File: src/rtl/phy_pkg.sv
// Shared PHY definitions used by the phy_tx serializer and the phy_rx aligner.
// Latency: n/a (constants, state encoding and one combinational helper).
// Backpressure: n/a.
package phy_pkg;

  // Line symbols
  localparam logic [7:0] PHY_COM_SYM = 8'hBC;  // comma / alignment symbol
  localparam logic [7:0] PHY_IDL_SYM = 8'h7C;  // idle filler symbol

  // Receive alignment FSM encoding
  localparam logic [1:0] ST_UNLOCKED = 2'd0;
  localparam logic [1:0] ST_LOCKING  = 2'd1;
  localparam logic [1:0] ST_ACTIVE   = 2'd2;

  // A symbol carries payload unless it is one of the two link-control symbols.
  function automatic logic phy_is_payload(input logic [7:0] sym,
                                          input logic [7:0] com,
                                          input logic [7:0] idl);
    return (sym != com) && (sym != idl);
  endfunction

endpackage

File: src/rtl/phy_rx_deser8.sv
// 8-bit serial deparallelizer: shift register, symbol bit counter and byte strobe.
// Latency: nxt is combinational on data_in; byte_stb is registered one edge after the 8th bit.
// Backpressure: none; the serial line cannot be stalled, a bit is consumed every clock.
//
// Ports:
//   clk_32f        bit clock
//   default_values synchronous active-high reset
//   data_in        serial bit, MSB first
//   cnt_run        1 = advance the symbol bit counter, 0 = hold it at zero
//   stb_en         1 = emit byte_stb on the last bit of each symbol
//   nxt            shift register contents including the bit being sampled now
//   last_bit       the bit being sampled now completes a symbol
//   byte_stb       one-cycle symbol strobe
module phy_rx_deser8 (
  input  logic       clk_32f,
  input  logic       default_values,
  input  logic       data_in,
  input  logic       cnt_run,
  input  logic       stb_en,
  output logic [7:0] nxt,
  output logic       last_bit,
  output logic       byte_stb
);

  logic [7:0] sr_q, sr_d;
  logic [2:0] bit_cnt_q, bit_cnt_d;
  logic       byte_stb_q, byte_stb_d;

  assign nxt      = {sr_q[6:0], data_in};
  assign last_bit = (bit_cnt_q == 3'd7);
  assign byte_stb = byte_stb_q;

  // The alignment edge happens while hunting, where the counter is held at
  // zero, so symbol phase starts at 0 without a separate clear input.
  always_comb begin
    sr_d       = nxt;
    bit_cnt_d  = cnt_run ? (bit_cnt_q + 3'd1) : 3'd0;
    byte_stb_d = stb_en && last_bit;
  end

  always_ff @(posedge clk_32f) begin
    if (default_values) begin
      sr_q       <= 8'd0;
      bit_cnt_q  <= 3'd0;
      byte_stb_q <= 1'b0;
    end else begin
      sr_q       <= sr_d;
      bit_cnt_q  <= bit_cnt_d;
      byte_stb_q <= byte_stb_d;
    end
  end

endmodule

File: src/rtl/phy_rx_serial_align.sv
// Serial receive aligner: hunts for comma byte alignment, locks after COM_TARGET commas, emits symbols.
// Latency: symbol outputs update one posedge after the edge sampling the symbol's last bit.
// Backpressure: none; output is a strobe every 8 clocks, downstream must accept every byte_stb.
//
// Optional build macro: PHY_RX_ERR_CNT_EN adds err_cnt, a saturating count of
// lock attempts aborted by a non-comma symbol.
//
// Ports:
//   clk_32f        bit clock, all logic on posedge
//   default_values synchronous active-high reset, priority over everything
//   data_in        serial bit, MSB first
//   data_out[7:0]  last completed symbol
//   valid_out      data_out is a payload symbol (not comma/idle)
//   byte_stb       one-cycle pulse when data_out/valid_out update
//   active         link aligned and active (sticky until reset)
//   err_cnt[7:0]   (PHY_RX_ERR_CNT_EN only) aborted lock attempts, saturating
module phy_rx_serial_align
  import phy_pkg::*;
#(
  parameter logic [7:0] COM_SYM    = PHY_COM_SYM,
  parameter logic [7:0] IDL_SYM    = PHY_IDL_SYM,
  parameter int         COM_TARGET = 4
) (
  input  logic       clk_32f,
  input  logic       default_values,
  input  logic       data_in,
  output logic [7:0] data_out,
  output logic       valid_out,
  output logic       byte_stb,
`ifdef PHY_RX_ERR_CNT_EN
  output logic [7:0] err_cnt,
`endif
  output logic       active
);

  localparam logic [3:0] COM_TGT = 4'(COM_TARGET);

  logic [1:0] state_q, state_d;
  logic [3:0] com_cnt_q, com_cnt_d;
  logic [7:0] data_out_q, data_out_d;
  logic       valid_out_q, valid_out_d;
`ifdef PHY_RX_ERR_CNT_EN
  logic [7:0] err_cnt_q, err_cnt_d;
`endif

  logic [7:0] nxt;
  logic       last_bit;
  logic       is_com;

  phy_rx_deser8 u_deser (
    .clk_32f        (clk_32f),
    .default_values (default_values),
    .data_in        (data_in),
    .cnt_run        (state_q != ST_UNLOCKED),
    .stb_en         (state_q == ST_ACTIVE),
    .nxt            (nxt),
    .last_bit       (last_bit),
    .byte_stb       (byte_stb)
  );

  assign is_com = (nxt == COM_SYM);

  always_comb begin
    state_d     = state_q;
    com_cnt_d   = com_cnt_q;
    data_out_d  = data_out_q;
    valid_out_d = valid_out_q;
`ifdef PHY_RX_ERR_CNT_EN
    err_cnt_d   = err_cnt_q;
`endif
    case (state_q)
      ST_UNLOCKED: begin
        // Bit-by-bit hunt: any position where a comma appears becomes the
        // candidate symbol boundary.
        if (is_com) begin
          com_cnt_d = 4'd1;
          state_d   = (COM_TGT == 4'd1) ? ST_ACTIVE : ST_LOCKING;
        end
      end
      ST_LOCKING: begin
        if (last_bit) begin
          if (is_com) begin
            com_cnt_d = com_cnt_q + 4'd1;
            if (com_cnt_d == COM_TGT) begin
              state_d = ST_ACTIVE;
            end
          end else begin
            // Wrong boundary guess; the hunt restarts on the following bit.
            state_d   = ST_UNLOCKED;
            com_cnt_d = 4'd0;
`ifdef PHY_RX_ERR_CNT_EN
            if (err_cnt_q != 8'hFF) begin
              err_cnt_d = err_cnt_q + 8'd1;
            end
`endif
          end
        end
      end
      ST_ACTIVE: begin
        if (last_bit) begin
          data_out_d  = nxt;
          valid_out_d = phy_is_payload(nxt, COM_SYM, IDL_SYM);
        end
      end
      default: begin
        state_d   = ST_UNLOCKED;
        com_cnt_d = 4'd0;
      end
    endcase
  end

  always_ff @(posedge clk_32f) begin
    if (default_values) begin
      state_q     <= ST_UNLOCKED;
      com_cnt_q   <= 4'd0;
      data_out_q  <= 8'd0;
      valid_out_q <= 1'b0;
`ifdef PHY_RX_ERR_CNT_EN
      err_cnt_q   <= 8'd0;
`endif
    end else begin
      state_q     <= state_d;
      com_cnt_q   <= com_cnt_d;
      data_out_q  <= data_out_d;
      valid_out_q <= valid_out_d;
`ifdef PHY_RX_ERR_CNT_EN
      err_cnt_q   <= err_cnt_d;
`endif
    end
  end

  assign data_out  = data_out_q;
  assign valid_out = valid_out_q;
  assign active    = (state_q == ST_ACTIVE);
`ifdef PHY_RX_ERR_CNT_EN
  assign err_cnt   = err_cnt_q;
`endif

endmodule

File: config.mk
export PLATFORM = sky130hd
export DESIGN_NAME = phy_rx_serial_align
export DESIGN_NICKNAME = d
export VERILOG_FILES = /design/src/rtl/phy_pkg.sv /design/src/rtl/phy_rx_deser8.sv /design/src/rtl/phy_rx_serial_align.sv
export SDC_FILE = /design/constraint.sdc
export NUM_CORES = 1
export LEC_CHECK = 0
export BUFFER_PORTS_ARGS = -buffer_cell sky130_fd_sc_hd__clkbuf_2
export CORE_MARGIN = 1.5
export CORE_UTILIZATION = 54
export CTS_CLUSTER_DIAMETER = 150
export DETAILED_ROUTE_END_ITERATION = 7
export GPL_TIMING_DRIVEN = 0
export HOLD_SLACK_MARGIN = 0.1
export PLACE_DENSITY = 0.76
export SYNTH_ARGS = -nofsm -noshare
export SYNTH_HDL_FRONTEND = slang
export SYNTH_SLANG_ARGS = --single-unit
File: constraint.sdc
create_clock -name clk_32f -period 1.8 [get_ports clk_32f]
set_input_delay 0 -clock clk_32f [delete_from_list [all_inputs] [get_ports clk_32f]]
set_output_delay 0 -clock clk_32f [all_outputs]
set_load 0.02 [all_outputs]
# --- Yosys cells after proc, flatten, opt, wreduce, memory -nomap -nowiden ---
# Cells that the tools add are included.
op_classes:
  n_reduce_logical: 8
  muxes: 9
  eq_ne: 10
  bitwise_logic: 2
  add_sub_neg: 2
op_table:
  columns: ["operator", "n"]
  rows:
  - ["$mux 4", 3]
  - ["$pmux 4 s3", 1]
  - ["$eq 8x8->1 const B", 1]
  - ["$mux 2", 4]
  - ["$ne 8x7->1 const B", 1]
  - ["$ne 8x8->1 const B", 1]
  - ["$pmux 2 s3", 1]
  - ["$add 4x1->4 const B", 1]
  - ["$eq 4x3->1 const B", 1]
  - ["$reduce_and 4->1", 1]
  - ["$add 3x1->3 const B", 1]
  - ["$eq 3x3->1 const B", 1]
  - ["$ne 3x3->1 const B", 1]
  - ["$reduce_and 3->1", 1]
  - ["$eq 2x1->1 const B", 1]
  - ["$eq 2x2->1 const B", 1]
  - ["$logic_and 1x1->1", 2]
  - ["$logic_not 2->1", 1]
  - ["$ne 2x1->1 const B", 1]
  - ["$ne 2x2->1 const B", 1]
  - ["$not 1->1", 2]
  - ["$reduce_and 2->1", 1]
  - ["$reduce_bool 2->1", 1]
  - ["$reduce_or 2->1", 1]
totals:
  ff_bits: 26
  out_inout_bits: 11
  elab_cells: 38
  inputBits: 3

# --- Depth between registers and ports, before layout ---
depth:
  ltp_word: 6
  ltp_mapped: 7
  ltp_nobuf: 6

# --- Cells and area by module ---
# From an unflattened synthesis, not the netlist that was laid out.
hier_totals:
  hier_cells: 107
  area_unflattened_um2: 1136.1
modules_own_cells:
  columns: ["mod", "instances", "seq_area_each_um2", "area_per_inst_um2", "cells_per_inst"]
  rows:
  - ["phy_rx_serial_align", 1, 300.3, 789.5, 81]
  - ["phy_rx_deser8", 1, 220.2, 346.6, 26]

# --- Least setup slack after synthesis ---
# No wires, ideal clock.
synth_path:
  path_kind: "reg2reg"
  from: "register state_q[1]"
  to: "register valid_out_q, in the netlist valid_out"
  n_path_buf: 0
  path_stages_with_launch: 5
  synth_period_minus_slack_ns: 1.703
  path_slack_ns: 0.097
  required_ns: 1.669
  setup_ns: 0.131
  arrival_ns: 1.571
  path_cell_list: "dfxtp_1 > nor2b_1 > nand2_1 > nor4_1 > nor3_1"
synth_via:
  elab_chain_len: 2
synth_rtl:
  columns: ["element", "line_no", "text"]
  rows:
  - ["start, declared", "phy_rx_serial_align.sv:38", "logic [1:0] state_q, state_d;"]
  - ["start signal, assigned", "phy_rx_serial_align.sv:122", "state_q <= state_d;"]
  - ["$eq 2x2->1", null, null]
  - ["net active", "phy_rx_serial_align.sv:33", "output logic active"]
  - ["$reduce_and 2->1 (no source line)", null, null]
  - ["end signal, assigned", "phy_rx_serial_align.sv:125", "valid_out_q <= valid_out_d;"]
  - ["end, declared", "phy_rx_serial_align.sv:41", "logic valid_out_q, valid_out_d;"]
# The timed path passes the listed nets, and every way through them passes these cells.
# A chain may end at the register's enable or synchronous reset.

# --- Worst setup path in the final report ---
layout_path:
  from: "register state_q[1]"
  to: "register com_cnt_q[0]"
layout_via:
  elab_chain_len: 3
  elab_cells_between_ends: 8
  classes_between: "4 x eq/ne; 1 x mux; 1 x bitwise; 2 x reduce/logical"
layout_rtl:
  columns: ["element", "line_no", "text"]
  rows:
  - ["$eq 2x1->1, or another cell as far along", "phy_rx_serial_align.sv:71", "case (state_q)"]
  - ["$ne 2x1->1 (no source line), or another cell as far along", null, null]
  - ["$reduce_and 3->1 (no source line)", null, null]
  - ["end signal, assigned", "phy_rx_serial_align.sv:123", "com_cnt_q <= com_cnt_d;"]
  - ["end, declared", "phy_rx_serial_align.sv:39", "logic [3:0] com_cnt_q, com_cnt_d;"]
# Several ways; a longest one is shown, not always the timed one.

==> flow_summary.ini <==
[run_status]
status = completed

[floorplan]
die_w_um = 47.5
rows = 15
fp.coreArea_um2 = 1780
initial_core_util_pct = 59.9
die_y_um = 47.5
ios = 14
dieArea_um2 = 2250

[synthesis]
avgSynthCellArea_um2 = 9.99
syn-cell-area_um2 = 1070
synth_cell_types = 33
synthFlopType = dfxtp_1
ys_seq_area_share_pct = 48.7
synth_cells = 107
synth_edf_count = 0
ys_warn_count = 0
ys_ff_latch = 26
synthArstFlopShare_pct = 0
synth_nets = 114

[cts]
cts_made_buffers = 3
cts_root_buffer = clkbuf_4
htree_levels = 1
clockBufferDepth = 2
cts_sinks = 26
clk_latency_ps = 320
post_cts_buffers = 0
clkSlewWorstSetupHoldPaths_ps = 130
cts_tree = yes

[setup_path]
r2r-start = state_q[1]
max_stage_delay_ps = 400
worstPathMaxFanout = 9
worst_ep_arrival_time_ps = 2010
worstPathCellList = or3b_4, or3_1, buf_6, a211o_1, a21oi_2
end_kind = flip-flop
reg2reg_setup_slack_ps = 60
r2r_cells = 5
slowest_stage = or3b_4
worstSetupPathType = flip-flop to flip-flop
r2r-end = com_cnt_q[0]
cp.required_ps = 2070
crit_path_start = state_q[1]
crit_end = com_cnt_q[0]
startpoint_type = flip-flop

[power]
powerDensity_nw_per_um2 = 803
p_leak_uw = 0.000556
seqPwrFrac_pct = 58.2
p_comb_share_pct = 2.1
p_int_uw = 813
power_switching_uw = 185
p_sw_share_pct = 18.5
power.total_uw = 998
peakVddDrop_mv = 0.496
clkPwrFrac_pct = 39.7

[timing]
worst_pin_slew_ps = 477
max_freq_mhz = 574
fin_crit_ps = 1740
finClkSkew_ps = 3.03
hold_viol_final = 0
slew_violations = 0
setup_viol = 0
period_share_pct = 96.8
setup_tns_ps = 0
slew_headroom_pct = 68.2
rsz0062_at_grt = no

[flow_run]
maxCapViolations = 0

[place]
portBuffers = 13
place_hpwl_um = 1340
gp_congestion = 0.736

[final_layout]
layout-drive-gt1-share_pct = 20.6
final_cell_mix = 24 x dfxtp_1, 13 x clkbuf_2, 11 x nor2_1
area_delta_synth_final_pct = 16.3
final_common_cell = dfxtp_1
nNetsFinal = 134
fin_util_pct = 69.7
diodes = 0
fillers = 146

[global_route]
gr-total-overflow = 0
gr-usage-all-layers_pct = 20.0
grt_max_degree = 16
antenna_found_initial = 0
grt_pass1_wl_um = 3180
grt_pass1_vias = 767

[detailed_routing]
wl_per_cell_um = 12.6
postRouteAntennaNets = 0
vias = 835
drt_iter0_markers = 8
drc = 0
drt-pass1-iter-count = 4
routed_wirelength_um = 1900
viasPerCell = 5.53

[hold_path]
hold_class = flip-flop to flip-flop
## synth_stat cells (3+ instances only)
| master | number | area share (%) |
|---|---|---|
| a21oi_1 | 3 | 1.4 |
| dfxtp_1 | 26 | 49 |
| ha_1 | 4 | 4.7 |
| inv_1 | 4 | 1.4 |
| mux2i_1 | 9 | 8.4 |
| nand2_1 | 5 | 1.8 |
| nand3_1 | 3 | 1.4 |
| nor2_1 | 11 | 3.9 |
| nor2b_1 | 8 | 4.7 |
| o21ai_0 | 3 | 1.4 |
| o41ai_1 | 4 | 3.3 |
## metrics by stage
stage               std cells  worst slack, ps  hold slack [ps]  area [µm²]
floorplan                 107             97.2              128        1070
global placement          145              110              252        1160
detailed placement        145             63.9              252        1160
CTS                       151             25.8              449        1240
global route              151             21.6              483        1240
finish                    151             56.9              444        1240
## state kept, by name, indices dropped and copies added (netlist names)
signal and count:
data_out 8, u_deser.byte_stb 1, com_cnt_q 4, u_deser.sr_q 7, valid_out 1, state_q 2, u_deser.bit_cnt_q 3
## worst min-delay path by stage
| stage | slack (ps) | startpoint | depth (start not counted) | endpoint |
|---|---|---|---|---|
| floorplan | 130 | data_in | 1 | u_deser.sr_q[0] |
| global placement | 250 | data_in | 2 | u_deser.sr_q[0] |
| detailed placement | 250 | data_in | 2 | u_deser.sr_q[0] |
| CTS | 450 | data_in | 3 | u_deser.sr_q[0] |
| global route | 480 | u_deser.bit_cnt_q[0] | 1 | u_deser.bit_cnt_q[0] |
| finish | 440 | u_deser.bit_cnt_q[0] | 1 | u_deser.bit_cnt_q[0] |
## timing repair
| action | 4_1_cts | 5_1_grt |
|---|---|---|
| resized for setup | 0 | 3 |
| hold buffers | 2 | 0 |
| endpoints found under the hold margin | 8 | 0 |
| endpoints found under the setup margin | 0 | 6 |
## layout make-up
class                      count  area, µm²  area share [%]
inverter                       4       15.0            1.21
sequential                    26        523            42.1
tap                           25       31.3            2.52
multi-input combinational     72        504            40.6
clock buffer                   3       22.5            1.81
buffer                         5       31.3            2.52
timing repair buffer          15       85.1            6.85
clock inverter                 1       30.0            2.42
## power groups by stage
stage               clock (µW)  sequential (µW)  combinational [µW]
floorplan                    0              593                10.5
global placement             0              594                16.9
detailed placement           0              594                17.2
CTS                        405              581                20.5
global route               423              582                22.5
finish                     396              581                20.5
## logic make-up after synthesis
group / synth area share, %
AND/OR/NAND/NOR: 19.8
flip-flops: 48.7
AO/OA/AOI/OAI: 13.2
buffers and inverters: 4.33
multiplexers: 8.43
adder cells (fa/ha/maj): 4.68
XOR/XNOR: 0.820
## critical path, delay by kind of cell (launching register included)
family / cells / cell delay (ps)
compound gates: 2 / 420
buf+inv: 1 / 150
flops: 1 / 380
simple gates: 2 / 730
## metal layers
| layer | track usage, % | part of all wire [%] | vias to the layer above | wire length (µm) |
|---|---|---|---|---|
| met5 | 0 | 0 | - | 0 |
| met4 | 8.33 | 1.8 | 0 | 35 |
| met3 | 2.26 | 2.4 | 5 | 45 |
| met2 | 31.1 | 45 | 14 | 862 |
| met1 | 28.4 | 50 | 394 | 955 |
| li1 | - | - | 422 | - |
Power figures use the tool's default switching activity.
